File: config.mk
export PLATFORM = sky130hd
export DESIGN_NAME = vm2002_vend_ctrl
export DESIGN_NICKNAME = d
export VERILOG_FILES = /design/src/rtl/vm2002_common_pkg.sv /design/src/rtl/vm2002_change_gen.sv /design/src/rtl/vm2002_vend_ctrl.sv
export SDC_FILE = /design/constraint.sdc
export NUM_CORES = 1
export LEC_CHECK = 0
export ABC_AREA = 1
export ABC_CLOCK_PERIOD_IN_PS = 6300
export CAP_MARGIN = 5
export CELL_PAD_IN_SITES_DETAIL_PLACEMENT = 0
export CELL_PAD_IN_SITES_GLOBAL_PLACEMENT = 2
export CORE_MARGIN = 2
export CORE_UTILIZATION = 36
export CTS_CLUSTER_DIAMETER = 150
export CTS_CLUSTER_SIZE = 20
export DETAILED_ROUTE_END_ITERATION = 8
export PLACE_DENSITY_LB_ADDON = 0.1
export SLEW_MARGIN = 20
export SYNTH_ARGS = -nofsm -noshare
export SYNTH_HDL_FRONTEND = slang
export SYNTH_SLANG_ARGS = --single-unit
export TNS_END_PERCENT = 20
File: constraint.sdc
create_clock -name clk -period 6.3 [get_ports clk]
set_clock_uncertainty 0.15 [all_clocks]
set_input_delay 0.63 -clock clk [delete_from_list [all_inputs] [get_ports clk]]
set_output_delay 0.63 -clock clk [all_outputs]
set_load 0.005 [all_outputs]
File: src/rtl/vm2002_common_pkg.sv
// ---------------------------------------------------------------------------
// vm2002_common_pkg
// Shared types and constants for the VM2002 vending controller:
//   coins_t      - coin encoding on the coin / change_coin buses
//   status_t     - customer-visible status code
//   state_idx_t  - FSM state index (bit position in the one-hot state)
//   state_oh_t   - one-hot FSM state as driven on the state output
//   coin values  - coin worth in nickel units, plus a lookup function
// ---------------------------------------------------------------------------
package vm2002_common_pkg;

    typedef enum logic [1:0] {
        NO_COINS = 2'd0,
        NICKEL   = 2'd1,
        DIME     = 2'd2,
        QUARTER  = 2'd3
    } coins_t;

    typedef enum logic [1:0] {
        NO_STATUS    = 2'd0,
        AVAILABLE    = 2'd1,
        OUT_OF_STOCK = 2'd2,
        ERROR        = 2'd3
    } status_t;

    typedef enum logic [2:0] {
        IDLE_IDX             = 3'd0,
        RESTOCK_IDX          = 3'd1,
        CHECK_ITEM_COUNT_IDX = 3'd2,
        INSERT_COINS_IDX     = 3'd3,
        CHECK_BALANCE_IDX    = 3'd4,
        DISPENSE_ITEM_IDX    = 3'd5,
        RETURN_CHANGE_IDX    = 3'd6
    } state_idx_t;

    typedef enum logic [6:0] {
        ST_IDLE             = 7'b000_0001,
        ST_RESTOCK          = 7'b000_0010,
        ST_CHECK_ITEM_COUNT = 7'b000_0100,
        ST_INSERT_COINS     = 7'b000_1000,
        ST_CHECK_BALANCE    = 7'b001_0000,
        ST_DISPENSE_ITEM    = 7'b010_0000,
        ST_RETURN_CHANGE    = 7'b100_0000
    } state_oh_t;

    // Coin worth in nickel units
    localparam logic [2:0] NICKEL_VAL  = 3'd1;
    localparam logic [2:0] DIME_VAL    = 3'd2;
    localparam logic [2:0] QUARTER_VAL = 3'd5;

    function automatic logic [2:0] coin_value(input coins_t c);
        logic [2:0] v;
        case (c)
            NICKEL:  v = NICKEL_VAL;
            DIME:    v = DIME_VAL;
            QUARTER: v = QUARTER_VAL;
            default: v = 3'd0;
        endcase
        return v;
    endfunction

endpackage

File: src/rtl/vm2002_change_gen.sv
// ---------------------------------------------------------------------------
// vm2002_change_gen
// Picks the next change coin for a given balance: the largest coin whose
// value does not exceed the balance.  Purely combinational; the controller
// registers the chosen coin and subtracts its value each cycle.
// Ports:
//   i_balance - remaining balance in nickel units
//   o_coin    - coin to emit next (NO_COINS when balance is zero)
//   o_valid   - a coin is available (balance non-zero)
//   o_done    - nothing left to return (balance zero)
// ---------------------------------------------------------------------------
module vm2002_change_gen
    import vm2002_common_pkg::*;
#(
    parameter int AMOUNT_W = 8
) (
    input  logic [AMOUNT_W-1:0] i_balance,
    output coins_t              o_coin,
    output logic                o_valid,
    output logic                o_done
);

    // Greedy coin choice, largest denomination first
    always_comb begin
        o_coin = NO_COINS;
        if (i_balance >= AMOUNT_W'(QUARTER_VAL)) begin
            o_coin = QUARTER;
        end else if (i_balance >= AMOUNT_W'(DIME_VAL)) begin
            o_coin = DIME;
        end else if (i_balance >= AMOUNT_W'(NICKEL_VAL)) begin
            o_coin = NICKEL;
        end else begin
            o_coin = NO_COINS;
        end
    end

    assign o_valid = (i_balance != '0);
    assign o_done  = (i_balance == '0);

endmodule

File: src/rtl/vm2002_vend_ctrl.sv
// ---------------------------------------------------------------------------
// vm2002_vend_ctrl
// Vending machine controller: accepts coins, item selection, cancel and
// restock requests; tracks per-item stock and the customer balance;
// dispenses items and optionally returns change coin by coin.
//
// Optional feature macro: VM2002_CHANGE_RETURN_EN
//   defined   - RETURN_CHANGE pays the balance out one coin per cycle
//   undefined - RETURN_CHANGE keeps the balance as credit for the next sale
//
// Ports:
//   clk, reset            - clock, synchronous active-high reset
//   coin_valid, coin      - coin insertion strobe and denomination
//   select_valid, select  - item selection strobe and index (1..NUM_ITEMS)
//   cancel                - abort while waiting for coins
//   restock, restock_item, restock_qty - add stock to one item
//   state                 - one-hot FSM state
//   balance               - current balance in nickel units
//   status                - last status code (held until next accepted
//                           select or restock)
//   coin_reject           - one-cycle pulse, coin not accepted
//   dispense_valid/_item  - one-cycle dispense strobe with item index
//   change_valid/_coin    - change coin strobe and denomination
// ---------------------------------------------------------------------------
module vm2002_vend_ctrl
    import vm2002_common_pkg::*;
#(
    parameter int                          NUM_ITEMS   = 7,
    parameter int                          COUNT_W     = 4,
    parameter int                          AMOUNT_W    = 8,
    parameter int                          INIT_COUNT  = 8,
    parameter int                          TIMEOUT_CYC = 1000,
    // Item i occupies bits [(i-1)*AMOUNT_W +: AMOUNT_W]
    parameter logic [NUM_ITEMS*AMOUNT_W-1:0] COST =
        {8'd30, 8'd25, 8'd40, 8'd20, 8'd20, 8'd20, 8'd10},
    localparam int                         SEL_W = $clog2(NUM_ITEMS + 1)
) (
    input  logic                clk,
    input  logic                reset,
    input  logic                coin_valid,
    input  coins_t              coin,
    input  logic                select_valid,
    input  logic [SEL_W-1:0]    select,
    input  logic                cancel,
    input  logic                restock,
    input  logic [SEL_W-1:0]    restock_item,
    input  logic [COUNT_W-1:0]  restock_qty,
    output logic [6:0]          state,
    output logic [AMOUNT_W-1:0] balance,
    output status_t             status,
    output logic                coin_reject,
    output logic                dispense_valid,
    output logic [SEL_W-1:0]    dispense_item,
    output logic                change_valid,
    output coins_t              change_coin
);

    localparam int TMR_W = (TIMEOUT_CYC > 1) ? $clog2(TIMEOUT_CYC) : 1;

    state_oh_t           r_state;
    logic [AMOUNT_W-1:0] r_balance;
    status_t             r_status;
    logic                r_coin_reject;
    logic                r_dispense_valid;
    logic [SEL_W-1:0]    r_dispense_item;
    logic                r_change_valid;
    coins_t              r_change_coin;
    logic [SEL_W-1:0]    r_item;
    logic [SEL_W-1:0]    r_rs_item;
    logic [COUNT_W-1:0]  r_rs_qty;
    logic [COUNT_W-1:0]  r_count [1:NUM_ITEMS];
    logic [TMR_W-1:0]    r_timer;

    logic [2:0]          w_coin_val;
    logic                w_coin_present;
    logic [AMOUNT_W:0]   w_sum;
    logic                w_coin_fits;
    logic                w_coin_accept;
    logic                w_sel_valid;
    logic                w_rs_valid;
    logic [AMOUNT_W-1:0] w_cost;
    logic [COUNT_W-1:0]  w_item_cnt;
    logic [COUNT_W-1:0]  w_rs_cnt;
    logic [COUNT_W:0]    w_rs_sum;
    logic [COUNT_W-1:0]  w_rs_new;
    logic                w_timeout;

    assign w_coin_val     = coin_value(coin);
    assign w_coin_present = coin_valid && (coin != NO_COINS);
    // One extra bit catches a coin that would overflow the balance
    assign w_sum          = {1'b0, r_balance} + (AMOUNT_W+1)'(w_coin_val);
    assign w_coin_fits    = !w_sum[AMOUNT_W];
    // Cancel takes priority over a coin presented in the same cycle
    assign w_coin_accept  = w_coin_present && w_coin_fits &&
                            ((r_state == ST_IDLE) ||
                             ((r_state == ST_INSERT_COINS) && !cancel));
    assign w_sel_valid    = (int'(select) >= 1) && (int'(select) <= NUM_ITEMS);
    assign w_rs_valid     = (int'(r_rs_item) >= 1) && (int'(r_rs_item) <= NUM_ITEMS);
    assign w_timeout      = (r_timer == TMR_W'(TIMEOUT_CYC - 1));

    // Price and stock of the latched item, stock of the restock target
    always_comb begin
        w_cost     = '0;
        w_item_cnt = '0;
        w_rs_cnt   = '0;
        for (int i = 1; i <= NUM_ITEMS; i++) begin
            w_cost     = (r_item == SEL_W'(i)) ? COST[(i-1)*AMOUNT_W +: AMOUNT_W] : w_cost;
            w_item_cnt = (r_item == SEL_W'(i)) ? r_count[i] : w_item_cnt;
            w_rs_cnt   = (r_rs_item == SEL_W'(i)) ? r_count[i] : w_rs_cnt;
        end
    end

    // Restocked count saturates at the counter maximum
    assign w_rs_sum = {1'b0, w_rs_cnt} + {1'b0, r_rs_qty};
    assign w_rs_new = w_rs_sum[COUNT_W] ? {COUNT_W{1'b1}} : w_rs_sum[COUNT_W-1:0];

`ifdef VM2002_CHANGE_RETURN_EN
    coins_t w_chg_coin;
    logic   w_chg_valid;
    logic   w_chg_done;

    vm2002_change_gen #(
        .AMOUNT_W (AMOUNT_W)
    ) u_change_gen (
        .i_balance (r_balance),
        .o_coin    (w_chg_coin),
        .o_valid   (w_chg_valid),
        .o_done    (w_chg_done)
    );
`endif

    // Main controller FSM with registered outputs
    always_ff @(posedge clk) begin
        if (reset) begin
            r_state          <= ST_IDLE;
            r_balance        <= '0;
            r_status         <= NO_STATUS;
            r_coin_reject    <= 1'b0;
            r_dispense_valid <= 1'b0;
            r_dispense_item  <= '0;
            r_change_valid   <= 1'b0;
            r_change_coin    <= NO_COINS;
            r_item           <= '0;
            r_rs_item        <= '0;
            r_rs_qty         <= '0;
            r_timer          <= '0;
            for (int i = 1; i <= NUM_ITEMS; i++) begin
                r_count[i] <= COUNT_W'(INIT_COUNT);
            end
        end else begin
            r_coin_reject    <= w_coin_present && !w_coin_accept;
            r_dispense_valid <= 1'b0;
            r_change_valid   <= 1'b0;
            r_change_coin    <= NO_COINS;
            if (w_coin_accept) begin
                r_balance <= w_sum[AMOUNT_W-1:0];
            end

            case (r_state)
                ST_IDLE: begin
                    if (restock) begin
                        r_rs_item <= restock_item;
                        r_rs_qty  <= restock_qty;
                        r_status  <= NO_STATUS;
                        r_state   <= ST_RESTOCK;
                    end else if (select_valid) begin
                        if (w_sel_valid) begin
                            r_item   <= select;
                            r_status <= NO_STATUS;
                            r_state  <= ST_CHECK_ITEM_COUNT;
                        end else begin
                            r_status <= ERROR;
                        end
                    end
                end

                ST_RESTOCK: begin
                    if (w_rs_valid) begin
                        for (int i = 1; i <= NUM_ITEMS; i++) begin
                            if (r_rs_item == SEL_W'(i)) begin
                                r_count[i] <= w_rs_new;
                            end
                        end
                    end else begin
                        r_status <= ERROR;
                    end
                    r_state <= ST_IDLE;
                end

                ST_CHECK_ITEM_COUNT: begin
                    if (w_item_cnt == '0) begin
                        r_status <= OUT_OF_STOCK;
                        r_state  <= ST_RETURN_CHANGE;
                    end else begin
                        r_status <= AVAILABLE;
                        r_state  <= ST_CHECK_BALANCE;
                    end
                end

                ST_CHECK_BALANCE: begin
                    if (r_balance >= w_cost) begin
                        // Strobe rises together with the DISPENSE_ITEM state
                        r_dispense_valid <= 1'b1;
                        r_dispense_item  <= r_item;
                        r_state          <= ST_DISPENSE_ITEM;
                    end else begin
                        r_timer <= '0;
                        r_state <= ST_INSERT_COINS;
                    end
                end

                ST_INSERT_COINS: begin
                    if (cancel) begin
                        r_state <= ST_RETURN_CHANGE;
                    end else if (w_coin_accept) begin
                        r_state <= ST_CHECK_BALANCE;
                    end else if (w_timeout) begin
                        r_state <= ST_RETURN_CHANGE;
                    end else begin
                        r_timer <= r_timer + TMR_W'(1);
                    end
                end

                ST_DISPENSE_ITEM: begin
                    for (int i = 1; i <= NUM_ITEMS; i++) begin
                        if (r_item == SEL_W'(i)) begin
                            r_count[i] <= r_count[i] - COUNT_W'(1);
                        end
                    end
                    r_balance <= r_balance - w_cost;
                    r_state   <= ST_RETURN_CHANGE;
                end

                ST_RETURN_CHANGE: begin
`ifdef VM2002_CHANGE_RETURN_EN
                    if (w_chg_done) begin
                        r_state <= ST_IDLE;
                    end else if (w_chg_valid) begin
                        r_change_valid <= 1'b1;
                        r_change_coin  <= w_chg_coin;
                        r_balance      <= r_balance - AMOUNT_W'(coin_value(w_chg_coin));
                    end else begin
                        r_state <= ST_IDLE;
                    end
`else
                    // Balance stays as credit for the next purchase
                    r_state <= ST_IDLE;
`endif
                end

                default: begin
                    r_state <= ST_IDLE;
                end
            endcase
        end
    end

    assign state          = r_state;
    assign balance        = r_balance;
    assign status         = r_status;
    assign coin_reject    = r_coin_reject;
    assign dispense_valid = r_dispense_valid;
    assign dispense_item  = r_dispense_item;
    assign change_valid   = r_change_valid;
    assign change_coin    = r_change_coin;

endmodule

=== After elaboration in Yosys (flattened, before gate mapping) ===
Memories as Yosys holds them, arrays and structs flattened.
Cells that the tools add are included.

* Memory bits (writable): 28
* Memories: 1
* Bits of input ports: 18
* Bits in registers: 42

* Reduce and logical (&&, ||, !) cells: 21
* Equal/unequal tests: 32
* Add/subtract/negate cells: 11
* Magnitude comparators: 3
* Mux-type cells: 125
* Bitwise logic cells: 16

{| class="wikitable"
|+ Memories
! name !! words !! bits a word !! read ports !! clocked after memory_dff !! wr ports !! RTL line !! source
|-
| r_count || 7 || 4 || 7 || 0 || 7 || vm2002_vend_ctrl.sv:71 || <nowiki>logic [COUNT_W-1:0] r_count [1:NUM_ITEMS];</nowiki>
|}

{| class="wikitable"
|+ Operators with widths
! operator !! count
|-
| $mux W4 || 30
|-
| $mux W1 || 66
|-
| $mux W7 || 7
|-
| $mux W10 || 4
|-
| $pmux W7 S5 || 1
|-
| $sub A4 B1 Y4 const B || 7
|-
| $eq A3 B3 Y1 const B || 8
|-
| $mux W6 || 4
|-
| $pmux W10 S2 || 1
|-
| $mux W8 || 2
|-
| $mux W5 || 3
|-
| $or A1 B1 Y1 || 14
|-
| $eq A3 B2 Y1 const B || 4
|-
| $add A10 B1 Y10 const B || 1
|-
| $eq A10 B10 Y1 const B || 1
|-
| $mux W2 || 5
|-
| $ne A2 B2 Y1 const B || 5
|-
| $add A8 B3 Y9 || 1
|-
| $pmux W3 S3 || 1
|-
| $ge A8 B6 Y1 || 1
|-
| $sub A8 B6 Y8 || 1
|-
| $eq A7 B1 Y1 const B || 1
|-
| $eq A7 B2 Y1 const B || 1
|-
| $eq A7 B3 Y1 const B || 1
|-
| 23 further kinds || 38
|}

=== Longest topological paths before layout ===
* Depth in word-level cells: 12
* Depth in mapped cells: 19
* Mapped depth without buffers: 18

=== Worst setup path before layout ===
Ideal clock, no wire load.

* Kind: register to register
* From: register r_rs_item[0]
* To: register r_count[0][16] (netlist name)
* Period minus slack after synthesis: 2.776 ns
* Path buffers: 0
* Arrival time: 2.351 ns
* Path slack: 3.524 ns
* Required time: 5.875 ns
* Stages on the path, launching flop included: 14
* Cells stage by stage: dfxtp_1 -> inv_1 -> nand3_1 -> o22ai_1 -> nor2_1 -> o221ai_1 -> o22ai_1 -> inv_1 -> ha_1 -> fa_1 -> a31oi_1 -> inv_1 -> nor2_1 -> o22ai_1

{| class="wikitable"
|+ RTL lines
! element !! RTL line !! source
|-
| start: declaration || vm2002_vend_ctrl.sv:69 || <nowiki>logic [SEL_W-1:0] r_rs_item;</nowiki>
|-
| start signal: assignment || vm2002_vend_ctrl.sv:162 || <nowiki>r_rs_item <= restock_item;</nowiki>
|}

==> flow_summary.toml <==
[power_and_ir_drop]
clock_power_share = 0.399
power.internal_w = 0.000884
pwr-share-seq = 0.398
ir_worst_vdd_uv = 120
power_leakage_nw = 2.14
finalPower_w = 0.00127
powerDensity_nw_per_um2 = 229
swShare = 0.306
p_comb_frac = 0.203
p_sw_w = 0.000389

[yosys]
synth-simple-area-share = 0.293
synth_area_leaders = "dfxtp_1 18%, edfxtp_1 18%, nand2_1 8.8%"
synth_compound_gate_area_share = 0.156
synth_edf_count = 28
ys_ff_latch = 70
muxShareOfSynthArea = 0
synth_top_family_by_area = "simple AND/OR/NAND/NOR gates"
synth_seq_area_share = 0.357
async_flop_share = 0
yosys.area_share.xor_xnor = 0.0353
synthFlopType = "dfxtp_1"
syn-cell-area_sq_um = 4710
ys_types = 48
synth.top_cell.area_share = 0.178
yosys.area.top_type = "dfxtp_1"
yosys_warnings = 0
syn_inst = 633
synth-adder-area-share = 0.0685
syn_area_per_cell_sq_um = 7.44

[clock_tree]
cts_tree = "built"
cts_resized = 0
post-cts-setup-buffers = 0
clk_path_buf_depth = 2
ctsRootBufferMaster = "clkbuf_16"
hold_buffers = 0
htree_num_levels = 3
cts_inserted_buffers = 9
clk_pin_slew_ps = 60
cts.sinks = 70
clock_latency_ps = 350

[setup_path]
arrival_ps = 3510
required_ps = 6210
cp_slowest_cell = "nor2_1"
cp_top_family = "simple AND/OR/NAND/NOR gates"
worst-path-max-fanout = 7
critPathBufInv = 3
crit_chain = "inv_1 > nand3_1 > o22ai_1 > nor2_1 > o221ai_1 > o22ai_1 > inv_1 > ha_1 > fa_1 > a31oi_1 > inv_1 > nor2_1 > o22ai_1"
end_kind = "flop"
crit_path_max_incr_delay_ps = 670
crit_type = "flop to flop"
startpoint_type = "flop"

[min_path]
hold_class = "flop to flop"

[cells_and_area]
layout-drive-gt1-share = 0.0857
fill_cells = 1342
nets = 714
diodes = 0
area_growth_pct = 17.8

[global_routing]
grt_max_degree = 32
track_usage = 0.200
grt_pass1_wl_um = 22100
overflow = 0
grt_pass1_vias = 4283
antenna_found_initial = 0

[drt]
vias_per_cell = 5.08
vias = 4315
wl_um = 13300
drcViolationCount = 0
dr.pass1.iters = 4
drt_iter0_drc = 249
ant_nets = 0
wl_per_cell_um = 15.7

[place]
post-dp-hpwl_um = 10100
numPortBuffers = 39
gp_congestion = 0.840

[timing]
tns_ps = 0
fmax_mhz = 277
fin_crit_ps = 3610
slew_violations = 0
max_slew_margin = 0.422
worst_slew_pin_slew_ps = 863
timing.final.setup_violations = 0
whs_ps = 329
hold_viol = 0
rsz0062_at_grt = "false"
fin_crit_sh = 0.573

[status]
status = "complete, no violations"

[floorplanning]
die-area_sq_um = 14000
fp.dieW_um = 118
die_y_um = 118
ios = 43
core_area_sq_um = 12700
initial_core_util = 0.370
rows = 41

[flow_run]
cap_violations = 0
-- final cells by class --
| class | count | area, sq um | area share |
|---|---|---|---|
| Tap cell | 172 | 215 | 0.0388 |
| Inverter | 91 | 344 | 0.0620 |
| Timing Repair Buffer | 41 | 405 | 0.0731 |
| Sequential cell | 70 | 1680 | 0.303 |
| Multi-Input combinational cell | 459 | 2620 | 0.472 |
| Clock buffer | 11 | 233 | 0.0419 |
| Clock inverter | 5 | 51.3 | 0.00925 |
-- final timing paths --
check	from	endpoint	slack [ps]	cells after the start
worst max-delay path	r_rs_item[0]	r_count[0][17]	2690	13
worst max register to register	r_rs_item[0]	r_count[0][17]	2690	13
worst min register to register	r_rs_qty[2]	r_rs_qty[2]	330	2
worst min-delay path	r_rs_qty[2]	r_rs_qty[2]	330	2
-- through the flow --
step	instance area [sq um]	utilization	setup slack (ps)	instances
floorplan	4720	-	3520	635
global placement	5260	0.414	2840	833
detailed placement	5260	0.414	2760	833
CTS	5550	0.436	2740	849
global route	5550	0.436	2380	849
finish	5550	0.436	2690	849
-- logic make-up (layout without fill, tap and decap cells) --
logic type,Yosys count,after routing
compound gates,129,129
xor+xnor,19,19
fa+ha+maj,24,24
buf+inv,106,148
flops,70,70
other cells,1,3
simple gates,284,284
-- flip-flops by register name, summed over array words and instances (netlist names) --
| signal | cells |
|---|---|
| state | 7 |
| r_item | 3 |
| r_count | 28 |
| status | 2 |
| coin_reject | 1 |
| r_rs_qty | 4 |
| r_timer | 10 |
| r_rs_item | 3 |
| dispense_item | 3 |
| balance | 8 |
| dispense_valid | 1 |
-- cell usage after synthesis (all sizes together) (2+ instances only) --
| master | n |
|---|---|
| fa | 3 |
| o21ai | 34 |
| a31oi | 5 |
| ha | 21 |
| a21oi | 51 |
| inv | 90 |
| nor2 | 72 |
| o211ai | 6 |
| nand3b | 4 |
| nand3 | 50 |
| xor2 | 7 |
| o21bai | 2 |
| o221ai | 2 |
| edfxtp | 28 |
| nor3 | 19 |
| buf | 10 |
| xnor2 | 12 |
| nand2 | 123 |
| or2 | 2 |
| nand4 | 10 |
| o22ai | 24 |
| o2111ai | 2 |
| dfxtp | 42 |
| clkbuf | 5 |
| and2 | 2 |
| o22a | 2 |
-- placed cells by master (no fill, tap or decap), types with 9 or more instances in the layout --
cell             Yosys  final
dfxtp_1             42     42
inv_1               78     78
nand2_1            111    111
o22ai_1             24     24
nor2_1              68     68
xnor2_1             12     12
clkbuf_16            0      9
o21ai_0             30     30
nand4_1              9      9
inv_2               11     11
ha_1                21     21
edfxtp_1            28     28
clkdlybuf4s50_1      0     39
nor3_1              14     14
nand3_1             45     45
a21oi_1             50     50
-- layer usage --
metal	routed length, um	vias up	GRT usage	share of wire
met3	511	26	0.0410	0.038
met4	408	0	0.0878	0.031
met5	0	-	0	0
met2	6140	87	0.325	0.46
li1	-	2221	-	-
met1	6260	1981	0.257	0.47
-- tightest hold or removal path: cells and delay by family, from the launching register on --
kind               cells  cell delay (ps)
AOI/OAI and AO/OA      1               50
and+or+nand+nor        1               60
DFF                    1              310
-- power by group through the flow --
| stage | Combinational, W | Clock (W) | Sequential (W) |
|---|---|---|---|
| 2_1_floorplan | 0.000173 | 0 | 0.000510 |
| 3_3_place_gp | 0.000258 | 0 | 0.000516 |
| 3_5_place_dp | 0.000258 | 0 | 0.000516 |
| 4_1_cts | 0.000259 | 0.000521 | 0.000507 |
| 5_1_grt | 0.000291 | 0.000537 | 0.000509 |
| 6_report | 0.000258 | 0.000508 | 0.000506 |
(Power assumes the default switching activity.)
